[config.mk]
export PLATFORM = sky130hd
export DESIGN_NAME = next_pc
export DESIGN_NICKNAME = d
export VERILOG_FILES = /design/src/rtl/next_pc.sv
export SDC_FILE = /design/constraint.sdc
export NUM_CORES = 1
export LEC_CHECK = 0
export ABC_AREA = 1
export CORE_MARGIN = 1
export CORE_UTILIZATION = 39
export CTS_CLUSTER_SIZE = 16
export DETAILED_ROUTE_END_ITERATION = 12
export PLACE_DENSITY = 0.86
export SYNTH_ARGS = -nofsm -noshare
export SYNTH_HDL_FRONTEND = slang
export SYNTH_SLANG_ARGS = --single-unit
[constraint.sdc]
create_clock -name clk -period 4.2 [get_ports clk]
set_input_delay 1.26 -clock clk [delete_from_list [all_inputs] [get_ports clk]]
set_output_delay 1.26 -clock clk [all_outputs]
set_load 0.005 [all_outputs]
[src/rtl/next_pc.sv]
// Program counter: registered current PC plus combinational next-PC select.
// Build option NEXT_PC_REL_BRANCH_EN: a taken branch adds target as a signed offset.
module next_pc #(
  parameter int unsigned D = 12
) (
  input  logic         clk,
  input  logic         rst_n,
  input  logic         start,
  input  logic [D-1:0] start_address,
  input  logic         branch,
  input  logic         taken,
  input  logic [D-1:0] target,
  output logic [D-1:0] prog_ctr_next,
  output logic [D-1:0] prog_ctr_out
);

  logic [D-1:0] r_pc;
  logic [D-1:0] w_inc;
  logic [D-1:0] w_branch_pc;
  logic [D-1:0] w_next;

  // Both sums truncate to D bits, giving modulo-2^D wrap with no carry out.
  assign w_inc = r_pc + {{(D-1){1'b0}}, 1'b1};

`ifdef NEXT_PC_REL_BRANCH_EN
  assign w_branch_pc = r_pc + target;
`else
  assign w_branch_pc = target;
`endif

  // Nested if/else keeps unselected inputs out of the result path.
  always_comb begin
    w_next = w_inc;
    if (start) begin
      w_next = start_address;
    end else if (branch) begin
      if (taken) begin
        w_next = w_branch_pc;
      end
    end
  end

  always_ff @(posedge clk or negedge rst_n) begin
    if (!rst_n) begin
      r_pc <= '0;
    end else begin
      r_pc <= w_next;
    end
  end

  assign prog_ctr_next = w_next;
  assign prog_ctr_out  = r_pc;

endmodule

==> summary.md, run 1 <==
| Metric | Value |
|---|---|
| Critical register-to-register path endpoint | prog_ctr_out[8] |
| Average cell area after synthesis | 6.61 um2 |
| Slack of the worst reg-to-reg path | 2.82 ns |
| Hold EP | prog_ctr_out[11] |
| Core area | 1980 um2 |
| Arrival @ worst endpoint | 2.88 ns |
| Hold_sp | prog_ctr_out[11] |
| Layout Area Growth over Synthesis | 72.7% |
| Total track usage | 0.240 |
| Placed insts | slightly above 200 |
| Beginning of the worst register-to-register path | prog_ctr_out[0] |
| Crit-path max FO | 6 |
| Startpoint-to-endpoint class of the critical path | in2out |
| Clock input transition at the sequential cells of the worst setup and hold paths | about 0.080 ns |
| Sink count of the clock tree | 12 |
| Cell depth of the worst min-delay path | 4 |
| Register-to-Register Path Depth | 8 |
| Slowest stage delay, CP | roughly 0.57 ns |
| Root buffer cell | sky130_fd_sc_hd__clkbuf_4 |
| Seq cells post-synth | 12 |
| Final-report setup violation count | 0 |
| Master of the slowest instance on the critical path | sky130_fd_sc_hd__clkdlybuf4s50_1 |
| Number of standard cells in the layout, taps in and fillers out | 210 |
| Vert. Die Dim | 48.2 um |
| Max-Slew Margin vs Limit | 0.628 |
| Nature of the critical path startpoint | input port |
| Number of flip-flops under the largest register name | 12 |
| Post-Syn Area | around 830 um2 |
| Count of pins on the block boundary | 53 |
| Floorplan row count | 16 |
| Final cell area excluding filler cells | 1440 um2 |
| Most prevalent standard cell on the critical path | sky130_fd_sc_hd__clkdlybuf4s50_1 |
| Gate Count Post-Synth | 126 |
| Remaining design rule violation count | 0 |
| Required @ worst endpoint | 2.94 ns |
| Path category of the worst min-delay check | reg2reg |
| Cells along the critical path | clkdlybuf4s50_1, nand2_2, buf_4, nand2_1, o21ai_0, o21ai_1, clkdlybuf4s50_1 |
| Vias in the first global route | 878 |
| H-tree depth | 1 |
| Antenna Violating Nets Remaining | 0 |
| Total Power | 381 uW |
| Unique cell type count in the Yosys netlist | 20 |
| Final setup skew | 0.000548 ns |
| Outcome | complete, no violations |
| Number of buffers on the longest clock path | 2 |
| Total number of vias | between 1k and 1.5k |
| Die Span X | 48.2 um |
| Total overflow reported by the global router | 0 |
| Seq/Total Area, Yosys | 0.360 |
| Worst-case vdd ir drop | 0.000211 V |
| Total iterations of the first detailed-routing run | 4 |
| Count of nets after finishing | 214 |
| Synthesized net count | 156 |
| DP Area | 1390 um2 |
| Routed length per instance | between 10 and 15 um |
| Power Dens Cells | 265 nW/um2 |
| Number of synthesis warnings | 0 |
| Count of final hold-check violations | 0 |
| Endpoint kind of the worst setup timing path | output port |
| Leakage | 0.000654 uW |
| MaxCap Viol Count | 0 |
| Effective utilization at floorplan | 0.420 |
| DRC violation total after the first TritonRoute iteration | 21 |
| Tightest hold margin | approximately 0.64 ns |
| Total CTS buffers | 3 |
| Clock latency of the later-clocked register in the worst-skew pair | 0.28 ns |
| Vias per inst | roughly 4.8 |
| Placer congestion estimate | 0.838 |
| Ant diodes | 0 |
| Antenna violations before repair | 0 |
| Wire length of the first global-routing pass | ~3800 um |
| Final critical-path required period | 4.14 ns |
| Layout cells sized above 1 | 0.0820 |
| Die area | 2330 um2 |
| HPWL Detailed | 1850 um |
| Maximum operating frequency | 242 MHz |
| Clock tree from TritonCTS | done |
| Maximum number of pins on one net before global-route repair | 18 |
| Number of max-slew violations in the final report | 0 |
| Final routed wirelength across all metal layers | 2340 um |
| Transition time at the pin with the least slew margin | 0.556 ns |
| Quantity of I/O buffers inserted on ports | 52 |
| Period utilisation layout | 0.986 |
[layout make-up]
type                            count  area [um2]
Fill cell                         154         543
Timing Repair Buffer               57         558
Inverter                            8        30.0
Clock buffer                        4        36.3
Multi-Input combinational cell    102         480
Sequential cell                    12         300
Tap cell                           27        33.8
[Yosys cell counts, drive strengths merged]
cell     n  area share
nand3   12       0.072
nor2    20        0.11
a31oi    1      0.0075
ha       1       0.015
o21ai    6       0.036
clkbuf   1      0.0045
xnor2    1       0.011
dfrtp   12        0.36
nand3b   5       0.045
or2      1      0.0075
nand4    1      0.0075
o21bai   1      0.0090
a21oi    1      0.0060
nand2   50        0.23
buf      3       0.026
o211ai   2       0.018
inv      8       0.036
[worst max-delay path, delay by kind of cell]
kind	cells	cell delay [ns]
buffers and inverters	3	1.21
AOI/OAI and AO/OA	2	0.27
and+or+nand+nor	2	0.14
[repair_timing]
action	CTS	global route
resized for setup	0	2
endpoints found under the setup margin	0	2
buffers inserted	0	1
hold buffers	0	0
endpoints found under the hold margin	0	0
[placed cells by master, fill, tap and decap left out]
master	synthesis	final
sky130_fd_sc_hd__ha_1	1	1
sky130_fd_sc_hd__or2_2	1	1
sky130_fd_sc_hd__nand4_1	1	1
sky130_fd_sc_hd__clkdlybuf4s50_1	0	52
sky130_fd_sc_hd__nand2_1	50	49
sky130_fd_sc_hd__clkbuf_8	0	1
sky130_fd_sc_hd__inv_1	8	8
sky130_fd_sc_hd__o21bai_1	1	1
sky130_fd_sc_hd__o21ai_1	0	1
sky130_fd_sc_hd__o211ai_1	2	2
sky130_fd_sc_hd__nand3b_1	5	5
sky130_fd_sc_hd__o21ai_0	6	5
sky130_fd_sc_hd__nand3_1	12	12
sky130_fd_sc_hd__nand2_2	0	1
sky130_fd_sc_hd__nor2_4	2	2
sky130_fd_sc_hd__a31oi_1	1	1
sky130_fd_sc_hd__clkbuf_4	0	3
sky130_fd_sc_hd__buf_4	0	5
sky130_fd_sc_hd__nor2_2	2	2
sky130_fd_sc_hd__a21oi_1	1	1
sky130_fd_sc_hd__xnor2_1	1	1
sky130_fd_sc_hd__nor2_1	16	16
sky130_fd_sc_hd__dfrtp_1	12	12
[where the power goes]
group	leakage, uW	switching (uW)	internal (uW)	total, uW
Clock	0.0000210	41.1	52.8	93.9
Combinational	0.000491	55.9	88.1	144
Sequential	0.000142	15.5	128	143
[cells by family after synthesis]
group,Yosys count,share of synthesized area
simple gates,89,0.471
buf+inv,12,0.0661
xor+xnor,1,0.0105
fa+ha+maj,1,0.0150
flops,12,0.360
compound gates,11,0.0766
[through the flow]
stage	setup TNS (ns)	utilization	worst slack [ns]
after global routing	-0.0704	0.726	-0.0704
after CTS	0	0.721	0.0345
after detailed placement	0	0.703	0.0477
after global placement	0	0.703	0.0859
after floorplan	0	-	1.08
final	0	0.726	0.0597
[worst max-delay path by stage]
| stage | startpoint | to | slack, ns | cells after the start |
|---|---|---|---|---|
| detailed placement | branch | prog_ctr_next[0] | 0.05 | 7 |
| finish | branch | prog_ctr_next[0] | 0.06 | 7 |
| floorplan | branch | prog_ctr_next[0] | 1.08 | 4 |
| CTS | branch | prog_ctr_next[0] | 0.03 | 7 |
| global placement | branch | prog_ctr_next[0] | 0.09 | 7 |
| global route | branch | prog_ctr_next[0] | -0.07 | 7 |
[layer usage]
| metal | share of wire | wire (um) | global-route usage | up-vias |
|---|---|---|---|---|
| li1 | - | - | - | 516 |
| met4 | 0.0098 | 23 | 0.0722 | 0 |
| met2 | 0.50 | 1160 | 0.411 | 43 |
| met3 | 0.050 | 116 | 0.0556 | 2 |
| met1 | 0.44 | 1040 | 0.298 | 446 |
| met5 | 0 | 0 | 0 | - |
No activity file was read; power rests on OpenSTA's default activity.
==> run 2, diff against run 1 <==
--- a/config.mk
+++ b/config.mk
@@ -6,11 +6,12 @@
 export NUM_CORES = 1
 export LEC_CHECK = 0
 export ABC_AREA = 1
+export CORE_ASPECT_RATIO = 1.1
 export CORE_MARGIN = 1
-export CORE_UTILIZATION = 39
+export CORE_UTILIZATION = 32
 export CTS_CLUSTER_SIZE = 16
 export DETAILED_ROUTE_END_ITERATION = 12
-export PLACE_DENSITY = 0.86
+export PLACE_DENSITY = 0.76
 export SYNTH_ARGS = -nofsm -noshare
 export SYNTH_HDL_FRONTEND = slang
 export SYNTH_SLANG_ARGS = --single-unit
==> constraint.sdc (replaced) <==
create_clock -name clk -period 3.4 [get_ports clk]
set_input_delay 1.02 -clock clk [delete_from_list [all_inputs] [get_ports clk]]
set_output_delay 1.02 -clock clk [all_outputs]
set_load 0.005 [all_outputs]
==> summary.md, run 2 (synthesis gave the netlist of run 1 again) <==
| Metric | Value |
|---|---|
| Outcome | complete, no violations |
| DP Area | roughly 1400 um2 |
| Antenna Violating Nets Remaining | 0 |
| Final routed wirelength across all metal layers | between 2000 and 3000 um |
| Startpoint-to-endpoint class of the critical path | in2out |
| Slack of the worst reg-to-reg path | 1.93 ns |
| Unrepaired setup endpoints after global routing | true |
| Cell depth of the worst min-delay path | 4 |
| Floorplan row count | 19 |
| Core area | between 2000 and 2500 um2 |
| Clock latency of the later-clocked register in the worst-skew pair | 0.28 ns |
| Vert. Die Dim | 55.5 um |
| Sink count of the clock tree | 12 |
| Hold EP | prog_ctr_out[11] |
| Portion of total power attributed to sequential cells | 0.394 |
| Clock input transition at the sequential cells of the worst setup and hold paths | approximately 0.07 ns |
| Total CTS buffers | 3 |
| Final-report setup violation count | 0 |
| Register-to-Register Path Depth | 9 |
| Total iterations of the first detailed-routing run | 4 |
| HPWL Detailed | 1980 um |
| Leakage | around 0.00073 uW |
| Die area | 2810 um2 |
| Path category of the worst min-delay check | reg2reg |
| Vias in the first global route | 1,017 |
| Arrival @ worst endpoint | 2.31 ns |
| Routed length per instance | 11.8 um |
| Beginning of the worst register-to-register path | prog_ctr_out[0] |
| Total Power | 452 uW |
| Net switching power of the design | 144 uW |
| Final cell area excluding filler cells | 1490 um2 |
| Busiest grt layer | met2 |
| Transition time at the pin with the least slew margin | 0.575 ns |
| Final critical-path required period | 3.33 ns |
| Max-Slew Margin vs Limit | 0.615 |
| Placed insts | 211 |
| Critical register-to-register path endpoint | prog_ctr_out[8] |
| Count of final hold-check violations | 0 |
| Count of pins on the block boundary | 53 |
| Combinational share of power | 0.401 |
| MaxCap Viol Count | 0 |
| Layout cells sized above 1 | 0.102 |
| Grt met1 use | 0.223 |
| Number of buffers on the longest clock path | 2 |
| Filler cell count in the final layout | 236 |
| Endpoint kind of the worst setup timing path | output port |
| Net Sw Frac | 0.318 |
| Number of flip-flops under the largest register name | 12 |
| Multi-input combinational cell area | 492 um2 |
| Final setup skew | 0.00761 ns |
| Total number of vias | approximately 1.1k |
| Vias per inst | approximately 5 |
| Area taken by flip-flops and latches | 300 um2 |
| Wire length of the first global-routing pass | between 4000 and 5000 um |
| Internal power | 308 uW |
| Required @ worst endpoint | ~2.4 ns |
| Most common cell after layout, fill and taps aside | sky130_fd_sc_hd__nand2_1 |
| Hold_sp | prog_ctr_out[11] |
| Die Span X | 50.7 um |
| Setup TNS | 0 ns |
| Global Route met3 Usage | 0.0275 |
| Period utilisation layout | 0.978 |
| Crit-path max FO | 8 |
| Number of max-slew violations in the final report | 0 |
| Power Dens Cells | just over 300 nW/um2 |
| Number of standard cells in the layout, taps in and fillers out | around 220 |
| Antenna violations before repair | 0 |
| Remaining design rule violation count | 0 |
| Effective utilization at floorplan | 0.337 |
| Hold buffer count at CTS | 0 |
| Root buffer cell | sky130_fd_sc_hd__clkbuf_4 |
| Quantity of I/O buffers inserted on ports | 52 |
| Total track usage | 0.196 |
| Maximum number of pins on one net before global-route repair | 13 |
| Total overflow reported by the global router | 0 |
| Ant diodes | 0 |
| Clock tree from TritonCTS | done |
| Leading cell types in the layout, fill and taps excluded | sky130_fd_sc_hd__nand2_1, sky130_fd_sc_hd__clkdlybuf4s50_1, sky130_fd_sc_hd__nor2_1 |
| Nature of the critical path startpoint | input port |
| DRC violation total after the first TritonRoute iteration | 18 |
| Placer congestion estimate | 0.794 |
| Count of nets after finishing | 218 |
| Layout Area Growth over Synthesis | 78.4% |
| Maximum operating frequency | 301 MHz |
| Clk network pwr share | 0.205 |
| Worst-case vdd ir drop | 0.000184 V |
| Met2 track utilization from global routing | 0.345 |
| H-tree depth | 1 |
[run 2: metrics by stage]
step	utilization	setup slack [ns]	hold WS, ns
after CTS	0.588	0.0199	0.673
after detailed placement	0.571	-0.343	0.647
final	0.601	0.0744	0.663
after global placement	0.571	-0.278	0.629
after global routing	0.601	-0.0305	0.745
after floorplan	-	0.762	0.618
[run 2: cell type report]
cell class                      count  area share
Timing Repair Buffer               60       0.406
Tap cell                           31      0.0261
Sequential cell                    12       0.202
Clock buffer                        3      0.0152
Multi-Input combinational cell    103       0.331
Inverter                            8      0.0202
[run 2: timing repair]
item,in CTS,in global routing
endpoints found under the setup margin,12,9
buffers inserted,0,2
gates resized for setup,9,8
pin swaps,1,1
cloned,1,0
[run 2: critical path, stage by stage]
cell and delay (ns):
sky130_fd_sc_hd__dlygate4sd2_1 0.28, sky130_fd_sc_hd__nand2_4 0.12, sky130_fd_sc_hd__buf_8 0.13, sky130_fd_sc_hd__nor2_1 0.04, sky130_fd_sc_hd__nor2_1 0.08, sky130_fd_sc_hd__nand2_1 0.07
sky130_fd_sc_hd__nand2_1 0.07, sky130_fd_sc_hd__clkdlybuf4s50_1 0.49
[run 2: worst max-delay path by stage]
stage,start,end,cells after the start
final,branch,prog_ctr_next[9],8
after global routing,branch,prog_ctr_next[8],8
after CTS,taken,prog_ctr_next[10],8
after detailed placement,branch,prog_ctr_next[10],8
after global placement,branch,prog_ctr_next[8],8
after floorplan,branch,prog_ctr_next[0],4
[run 2: per-layer routing]
layer | vias to the layer above | share of wire
li1 | 532 | -
met1 | 499 | 0.42
met2 | 48 | 0.50
met3 | 7 | 0.057
met4 | 0 | 0.022
met5 | - | 0
[run 2: power groups by stage]
stage | Sequential (uW) | Clock (uW) | Combinational, uW
final | 178 | 92.8 | 181
after global routing | 180 | 104 | 200
after CTS | 178 | 93.6 | 183
after detailed placement | 180 | 0 | 179
after global placement | 179 | 0 | 176
after floorplan | 177 | 0 | 66.6
==> run 3, diff against run 2 <==
--- a/config.mk
+++ b/config.mk
@@ -8,10 +8,12 @@
 export ABC_AREA = 1
 export CORE_ASPECT_RATIO = 1.1
 export CORE_MARGIN = 1
-export CORE_UTILIZATION = 32
+export CORE_UTILIZATION = 34
+export CTS_BUF_LIST = sky130_fd_sc_hd__clkbuf_4 sky130_fd_sc_hd__clkbuf_8
 export CTS_CLUSTER_SIZE = 16
 export DETAILED_ROUTE_END_ITERATION = 12
-export PLACE_DENSITY = 0.76
+export MAX_ROUTING_LAYER = met4
+export PLACE_DENSITY = 0.8
 export SYNTH_ARGS = -nofsm -noshare
 export SYNTH_HDL_FRONTEND = slang
 export SYNTH_SLANG_ARGS = --single-unit
==> summary.md, run 3 (synthesis gave the netlist of run 1 again) <==
| Metric | Value |
|---|---|
| Outcome | complete, no violations |
| Arrival @ worst endpoint | around 2.3 ns |
| Wire length of the first global-routing pass | 4240 um |
| Clock input transition at the sequential cells of the worst setup and hold paths | roughly 0.080 ns |
| Path category of the worst min-delay check | reg2reg |
| Floorplan row count | 18 |
| Worst path setup slack after routing | a little under 0.04 ns |
| Count of final hold-check violations | 0 |
| Transition time at the pin with the least slew margin | 0.593 ns |
| Vert. Die Dim | 53.9 um |
| Number of flip-flops under the largest register name | 12 |
| Sink count of the clock tree | 12 |
| DRC violation total after the first TritonRoute iteration | 31 |
| Layout cells sized above 1 | 0.164 |
| Antenna Violating Nets Remaining | 0 |
| Startpoint-to-endpoint class of the critical path | in2out |
| Total number of vias | 1,090 |
| Effective utilization at floorplan | 0.366 |
| Remaining design rule violation count | 0 |
| Most common cell after layout, fill and taps aside | sky130_fd_sc_hd__nand2_1 |
| Nature of the critical path startpoint | input port |
| Total CTS buffers | 3 |
| Endpoint kind of the worst setup timing path | output port |
| Total iterations of the first detailed-routing run | 4 |
| Ant diodes | 0 |
| Number of max-slew violations in the final report | 0 |
| Clock tree from TritonCTS | done |
| Slack of the worst reg-to-reg path | 1.88 ns |
| Final critical-path required period | ~3.4 ns |
| Root buffer cell | sky130_fd_sc_hd__clkbuf_4 |
| Vias per inst | 4.84 |
| Placed insts | 215 |
| Maximum number of pins on one net before global-route repair | 18 |
| Number of standard cells in the layout, taps in and fillers out | 225 |
| Core area | ~2300 um2 |
| Antenna violations before repair | 0 |
| Placer congestion estimate | 0.823 |
| H-tree depth | 1 |
| Quantity of I/O buffers inserted on ports | 52 |
| Total track usage | 0.222 |
| Die Span X | 49.2 um |
| Final setup skew | ~0.0017 ns |
| Leading cell types in the layout, fill and taps excluded | sky130_fd_sc_hd__nand2_1, sky130_fd_sc_hd__clkdlybuf4s50_1, sky130_fd_sc_hd__nor2_1, sky130_fd_sc_hd__buf_4 |
| Leakage | 0.000753 uW |
| Worst-case vdd ir drop | 0.000200 V |
| Power Dens Cells | 317 nW/um2 |
| Routed length per instance | 11.9 um |
| Count of nets after finishing | 226 |
| Total overflow reported by the global router | 0 |
| Filler cell count in the final layout | around 190 |
| Die area | ~2700 um2 |
| Area taken by flip-flops and latches | 300 um2 |
| Max-Slew Margin vs Limit | 0.604 |
| Vias in the first global route | just under 1k |
| Worst setup slack after placement | -0.283 ns |
| Required @ worst endpoint | 2.38 ns |
| Layout Area Growth over Synthesis | 85.4% |
| Number of buffers on the longest clock path | 2 |
| Count of pins on the block boundary | between 50 and 60 |
| Final routed wirelength across all metal layers | 2690 um |
| Maximum operating frequency | 298 MHz |
| HPWL Detailed | 2110 um |
| Multi-input combinational cell area | roughly 490 um2 |
| MaxCap Viol Count | 0 |
| Clock latency of the later-clocked register in the worst-skew pair | 0.28 ns |
| Period utilisation layout | 0.988 |
| Crit-path max FO | 6 |
| Final-report setup violation count | 0 |
run 3: final timing paths:
path                                    end  cells past startpoint              from
max in group asynchronous  prog_ctr_out[10]                      1             rst_n
min                        prog_ctr_out[11]                      4  prog_ctr_out[11]
max reg2reg                 prog_ctr_out[2]                      7   prog_ctr_out[0]
min in group asynchronous   prog_ctr_out[4]                      1             rst_n
min reg2reg                prog_ctr_out[11]                      4  prog_ctr_out[11]
max                        prog_ctr_next[4]                      8             taken
run 3: area by class of cell:
| cell class | count | area share |
|---|---|---|
| timing repair buffer | 69 | 0.419 |
| multi-input combinational | 102 | 0.319 |
| sequential | 12 | 0.194 |
| tap | 30 | 0.0243 |
| clock buffer | 4 | 0.0235 |
| inverter | 8 | 0.0194 |
run 3: worst max-delay path: stages:
cell                              delay [ns]
sky130_fd_sc_hd__clkdlybuf4s50_1        0.47
sky130_fd_sc_hd__nand2_2                0.08
sky130_fd_sc_hd__buf_4                  0.14
sky130_fd_sc_hd__buf_4                  0.15
sky130_fd_sc_hd__nand3_1                0.09
sky130_fd_sc_hd__o211ai_1               0.08
sky130_fd_sc_hd__nand2_1                0.08
sky130_fd_sc_hd__dlygate4sd2_1          0.23
run 3: power by group:
group | total (uW) | switching [uW] | internal [uW]
clock | 122 | 56.4 | 65.2
sequential | 178 | 19.7 | 158
combinational | 190 | 75.8 | 115
run 3: through the flow:
stage          hold WS, ns  power (uW)  cell area (um2)  setup TNS, ns  utilization
6_report             0.641         490             1550              0        0.679
4_1_cts              0.654         483             1490         -0.330        0.655
3_5_place_dp         0.634         368             1450          -2.33        0.637
3_3_place_gp         0.636         362             1450          -1.88        0.637
2_1_floorplan        0.618         244              833              0            -
5_1_grt              0.699         520             1550        -0.0115        0.679
run 3: routing by layer:
metal / part of all wire / GRT usage
met4: 0.028 / 0.132
met2: 0.53 / 0.395
met3: 0.038 / 0.00847
met5: 0 / -
met1: 0.41 / 0.253
run 3: repair_timing:
action                     in CTS  in global routing
resized for setup              15                 12
setup endpoints to repair      12                 11
hold buffers                    0                  0
pin swaps                       0                  5
buffers inserted                1                  5
